`config.mk`:
```
export PLATFORM = sky130hd
export DESIGN_NAME = serial_code_converter_flat
export DESIGN_NICKNAME = d
export VERILOG_FILES = /design/src/rtl/serial_code_converter_if.sv /design/src/rtl/serial_code_converter.sv /design/src/flat_wrapper.sv
export SDC_FILE = /design/constraint.sdc
export NUM_CORES = 1
export LEC_CHECK = 0
export CORE_AREA = 5 5 42 44
export CTS_CLUSTER_DIAMETER = 80
export DETAILED_ROUTE_END_ITERATION = 16
export DIE_AREA = 0 0 47 49
export GPL_TIMING_DRIVEN = 0
export PLACE_DENSITY = 0.4
export SETUP_SLACK_MARGIN = 0.1
export SLEW_MARGIN = 40
export SYNTH_ARGS = -nofsm -noshare
export SYNTH_HDL_FRONTEND = slang
export SYNTH_SLANG_ARGS = --single-unit
```
`constraint.sdc`:
```
create_clock -name clk -period 2.7 [get_ports clk]
set_input_delay 0.405 -clock clk [delete_from_list [all_inputs] [get_ports clk]]
set_output_delay 0.405 -clock clk [all_outputs]
set_load 0.005 [all_outputs]
```
`src/rtl/serial_code_converter_if.sv`:
```
// Serial bit-stream bundle between a bit source (master) and the code
// converter (slave).
//   x, x_valid, mode     : source -> converter, one bit per valid cycle, LSB first
//   y, y_valid, word_done: converter -> sink, same cycle as the input bit
//   ovf                  : converter -> sink, only when SERIAL_CODE_CONVERTER_OVF_EN
interface serial_code_converter_if;
  logic x;
  logic x_valid;
  logic mode;
  logic y;
  logic y_valid;
  logic word_done;
`ifdef SERIAL_CODE_CONVERTER_OVF_EN
  logic ovf;

  modport master (output x, x_valid, mode, input y, y_valid, word_done, ovf);
  modport slave  (input x, x_valid, mode, output y, y_valid, word_done, ovf);
`else
  modport master (output x, x_valid, mode, input y, y_valid, word_done);
  modport slave  (input x, x_valid, mode, output y, y_valid, word_done);
`endif
endinterface

```
`src/rtl/serial_code_converter.sv`:
```
// Mealy serial code converter: adds (mode=0) or subtracts (mode=1) the
// constant K to/from LSB-first serial words of WIDTH bits. The output bit is
// combinational from the current input bit and the registered carry/borrow.
// Optional feature macro: SERIAL_CODE_CONVERTER_OVF_EN adds the registered
// carry/borrow-out of the last completed word on bus.ovf.
// Ports:
//   clk   - rising-edge clock
//   reset - synchronous, active-high; wins over a coincident valid bit
//   bus   - serial_code_converter_if.slave (x/x_valid/mode in,
//           y/y_valid/word_done[/ovf] out)
module serial_code_converter #(
  parameter int WIDTH = 4,
  parameter int K     = 3
) (
  input  logic                     clk,
  input  logic                     reset,
  serial_code_converter_if.slave   bus
);

  localparam int             CW       = $clog2(WIDTH);
  localparam logic [WIDTH-1:0] KV     = WIDTH'(K);
  localparam logic [CW-1:0]  LAST_IDX = CW'(WIDTH - 1);

  typedef enum logic [1:0] {FIRST, RUN, LAST} phase_t;

  logic [CW-1:0] cnt, cnt_nxt;
  logic          c, c_nxt;
  logic          mode_q, mode_q_nxt;
  phase_t        phase;
  logic          fire, eff_mode, k, ci, cout;
`ifdef SERIAL_CODE_CONVERTER_OVF_EN
  logic          ovf_q, ovf_nxt;
`endif

  always_ff @(posedge clk) begin
    if (reset) begin
      cnt    <= '0;
      c      <= 1'b0;
      mode_q <= 1'b0;
`ifdef SERIAL_CODE_CONVERTER_OVF_EN
      ovf_q  <= 1'b0;
`endif
    end else begin
      cnt    <= cnt_nxt;
      c      <= c_nxt;
      mode_q <= mode_q_nxt;
`ifdef SERIAL_CODE_CONVERTER_OVF_EN
      ovf_q  <= ovf_nxt;
`endif
    end
  end

  always_comb begin
    // phase is a decode of the bit index, not separate state
    phase = RUN;
    if (cnt == '0)            phase = FIRST;
    else if (cnt == LAST_IDX) phase = LAST;

    fire     = bus.x_valid & ~reset;
    // bit 0 takes mode straight from the pin so a word needs no setup cycle
    eff_mode = (phase == FIRST) ? bus.mode : mode_q;
    ci       = (phase == FIRST) ? 1'b0 : c;
    k        = KV[cnt];
    cout     = eff_mode ? ((~bus.x & k) | (~(bus.x ^ k) & ci))
                        : ((bus.x & k) | (bus.x & ci) | (k & ci));

    cnt_nxt    = cnt;
    c_nxt      = c;
    mode_q_nxt = mode_q;
`ifdef SERIAL_CODE_CONVERTER_OVF_EN
    ovf_nxt    = ovf_q;
`endif

    if (fire) begin
      case (phase)
        FIRST: begin
          mode_q_nxt = bus.mode;
          cnt_nxt    = cnt + CW'(1);
          c_nxt      = cout;
        end
        LAST: begin
          // carry never crosses into the next word
          cnt_nxt = '0;
          c_nxt   = 1'b0;
`ifdef SERIAL_CODE_CONVERTER_OVF_EN
          ovf_nxt = cout;
`endif
        end
        default: begin
          cnt_nxt = cnt + CW'(1);
          c_nxt   = cout;
        end
      endcase
    end

    bus.y         = fire & (bus.x ^ k ^ ci);
    bus.y_valid   = fire;
    bus.word_done = fire & (phase == LAST);
  end

`ifdef SERIAL_CODE_CONVERTER_OVF_EN
  assign bus.ovf = ovf_q;
`endif

endmodule

```
`src/flat_wrapper.sv`:
```
// flat-port wrapper written by rule: the top's interface ports become plain ports
module serial_code_converter_flat 
#(
  parameter int WIDTH = 4,
  parameter int K     = 3
)
  (clk, reset, bus_x, bus_x_valid, bus_mode, bus_y, bus_y_valid, bus_word_done);
  serial_code_converter_if bus_i ();
  input  logic clk;
  input  logic reset;
  input wire logic [$bits(bus_i.x)-1:0] bus_x;
  input wire logic [$bits(bus_i.x_valid)-1:0] bus_x_valid;
  input wire logic [$bits(bus_i.mode)-1:0] bus_mode;
  output wire logic [$bits(bus_i.y)-1:0] bus_y;
  output wire logic [$bits(bus_i.y_valid)-1:0] bus_y_valid;
  output wire logic [$bits(bus_i.word_done)-1:0] bus_word_done;
  assign bus_i.x = bus_x;
  assign bus_i.x_valid = bus_x_valid;
  assign bus_i.mode = bus_mode;
  assign bus_y = bus_i.y;
  assign bus_y_valid = bus_i.y_valid;
  assign bus_word_done = bus_i.word_done;
  serial_code_converter #(.WIDTH(WIDTH), .K(K)) u_core (.clk(clk), .reset(reset), .bus(bus_i));
endmodule
```
==> results <==
[area by class of cell]
cell class / count / area (um^2)
inverter: 4 / 15.0
timing repair buffer: 6 / 60.1
tap: 16 / 20.0
fill: 163 / 1010
multi-input combinational: 21 / 186
sequential: 4 / 85.1
buffer: 1 / 5.00
clock buffer: 3 / 22.5
[critical path, cell delays in order, from the launching register on]
cell and delay (ps):
dfxtp_4 370, inv_1 50, ha_2 190, nand2b_4 150, fa_1 470, and2_1 110, clkdlybuf4s50_1 490
[timing repair]
item,CTS,global route
setup buffers,0,0
pin swaps,0,0
gates resized for setup,3,2
setup endpoints to repair,1,1
[cells by family (layout without fill, tap and decap cells)]
family          Yosys count  count (layout)  share of synthesized area [%]
fa+ha+maj                 4               4                           23.5
flops                     4               4                           29.0
simple gates             11              11                           20.8
mux                       4               4                           14.5
buf+inv                   5              14                           7.24
compound gates            2               2                           4.98
[registers in the layout, indices dropped and copies added, names as in the netlist]
name	count
u_core.c	1
u_core.cnt	2
u_core.mode_q	1
[metal layers]
layer,up-vias,wire length (um),track usage (%)
li1,115,-,-
met1,90,218,6.46
met4,0,0,6.91
met3,0,35,1.11
met5,-,0,0
met2,4,268,7.01
[worst max-delay path by stage]
stage                                          start    end  depth (start not counted)
after global routing      u_core.cnt[1]$_SDFFE_PP0P_  bus_y                          6
after detailed placement  u_core.cnt[1]$_SDFFE_PP0P_  bus_y                          6
after global placement    u_core.cnt[1]$_SDFFE_PP0P_  bus_y                          6
after floorplan           u_core.cnt[1]$_SDFFE_PP0P_  bus_y                          5
after CTS                 u_core.cnt[0]$_SDFFE_PP0P_  bus_y                          6
final                     u_core.cnt[1]$_SDFFE_PP0P_  bus_y                          6
[stage by stage]
step | cell area, um^2 | power, mW | hold slack (ps) | util, %
after floorplan | 277 | 0.0951 | 430 | -
after global placement | 357 | 0.110 | 445 | 25.4
after detailed placement | 357 | 0.111 | 446 | 25.4
after CTS | 390 | 0.193 | 452 | 27.9
after global routing | 394 | 0.203 | 486 | 28.1
final | 394 | 0.188 | 454 | 28.1
[power by group through the flow]
| stage | sequential [mW] | clock (mW) | combinational [mW] |
|---|---|---|---|
| after floorplan | 0.0694 | 0 | 0.0257 |
| after global placement | 0.0705 | 0 | 0.0390 |
| after detailed placement | 0.0705 | 0 | 0.0403 |
| after CTS | 0.0704 | 0.0801 | 0.0422 |
| after global routing | 0.0717 | 0.0839 | 0.0479 |
| final | 0.0706 | 0.0752 | 0.0421 |
[cells in the final DEF, fill, tap and decap left out, types with 2 or more instances in the layout]
| master | synthesis | layout |
|---|---|---|
| mux2i_1 | 4 | 4 |
| dfxtp_1 | 4 | 2 |
| clkbuf_4 | 0 | 3 |
| and2_1 | 2 | 2 |
| nand2_1 | 2 | 2 |
| clkdlybuf4s50_1 | 0 | 6 |
| nor2_1 | 3 | 3 |
| inv_1 | 4 | 4 |
| fa_1 | 2 | 2 |
==> impl_metrics.csv <==
group,metric,value,unit
run_status,status,"finished, final reports clean",
final_layout,drive_gt1_share,20.5,%
timing,setup_viol,0,
routing,first_pass_iters,3,
hold_path,hp-start,"u_core.mode_q$_SDFFE_PP0P_",
critical_path,ff2ff_setup_slack,1210,ps
clocking,htreeDepth,1,
routing,drc,0,
timing,period_share,91.8,%
synth,ys_seq_area_share,29.0,%
synth,yosysUniqueCellTypes,15,
power_and_ir_drop,pwr-share-seq,37.6,%
power_and_ir_drop,internal_power,0.140,mW
critical_path,cp_max_fo,5,
critical_path,ff2ff_path_depth,6,
die,row_count,14,
synth,yosys-top-cells-area,"dfxtp_1, fa_1, mux2i_1",
routing,vias,209,
routing,wl_per_cell,9.49,um
power_and_ir_drop,peakVddDrop,0.159,mV
routing,wirelength,522,um
hold_path,holdPathStages,2,
place,place_inst,52,
final_layout,antenna-diode-count,0,
place,dp_hpwl,423,um
synth,ys.flop_type,"dfxtp_1",
final_layout,fin_cells,55,
critical_path,worst_setup_path_end_kind,"output pin",
routing,routed_via_density,3.80,
power_and_ir_drop,switching_share,25.7,%
synth,synth-seq-cells,4,
critical_path,critPathArrivalTime,2070,ps
timing,drv_slew,0,
die,coreArea,1400,um^2
critical_path,worstReg2RegStart,"u_core.cnt[1]$_SDFFE_PP0P_",
grt,grt_pass1_wl,890,um
timing,finalWorstSetupSlack,222,ps
place,port-buffer-count,6,
clocking,cts_tree,"yes",
routing,antenna_left,0,
critical_path,reg2reg_to,"u_core.c$_SDFFE_PP0P_",
critical_path,crit_type,"reg2out",
die,dieWidth,47,um
synth,avgSynthCellArea,9.22,um^2
clocking,clock-sinks,4,
die,dieArea,2300,um^2
synth,synthArstFlopShare,0,%
synth,syn-cell-area,277,um^2
die,io_pins,8,
place,pre_cts_ws,244,ps
timing,clock_skew,0.733,ps
synth,yosysTopAreaCell,"dfxtp_1",
critical_path,start_kind,"register",
synth,yosys_warnings,0,
critical_path,critPathRequiredTime,2300,ps
power_and_ir_drop,p_leak,0.174,nW
timing,rsz0062_at_grt,"false",
die,initial_core_util,19.7,%
grt,grt_max_degree,7,
final_layout,fin_nets,50,
clocking,cts_root_buf,"clkbuf_4",
routing,drtIter0Drc,1,
power_and_ir_drop,pwr-share-comb,22.4,%
synth,synth_fp_nets,39,
timing,setup_tns,0,ps
grt,grt_antenna_before_repair,0,
synth,synth-edff-count,0,
synth,syn_inst,30,
power_and_ir_drop,p_switching,0.0483,mW
timing,tightest_slew,172,ps
clocking,numCtsBuffers,3,
power_and_ir_drop,power-per-cell-area,477,nW/um^2
hold_path,hold_path.class,"reg2reg",
grt,grt-ovfl-total,0,
clocking,clkSlewWorstSetupHoldPaths,40,ps
grt,grt_pass1_vias,223,
flow_run,cap_viol_max_count,0,
synth,synth_top_area_share,29.0,%
hold_path,whs_endpoint,"u_core.mode_q$_SDFFE_PP0P_",
final_layout,area_growth,42.5,%
clocking,clock_path_buffers,2,
timing,max_freq,0.404,GHz
clocking,hold_buffers,0,
timing,slew-limit-headroom,88.2,%
synth,synth_common_cells,"dfxtp_1, inv_1, mux2i_1, nor2_1",
clocking,clk_latency,230,ps
place,place_congestion,0.708,
timing,hold_viol,0,
timing,period_needed,2480,ps
power_and_ir_drop,pwr-share-clk,40.0,%
grt,grt_usage,5.52,%
die,die_y,49,um
No activity file was read; power rests on OpenSTA's default activity.
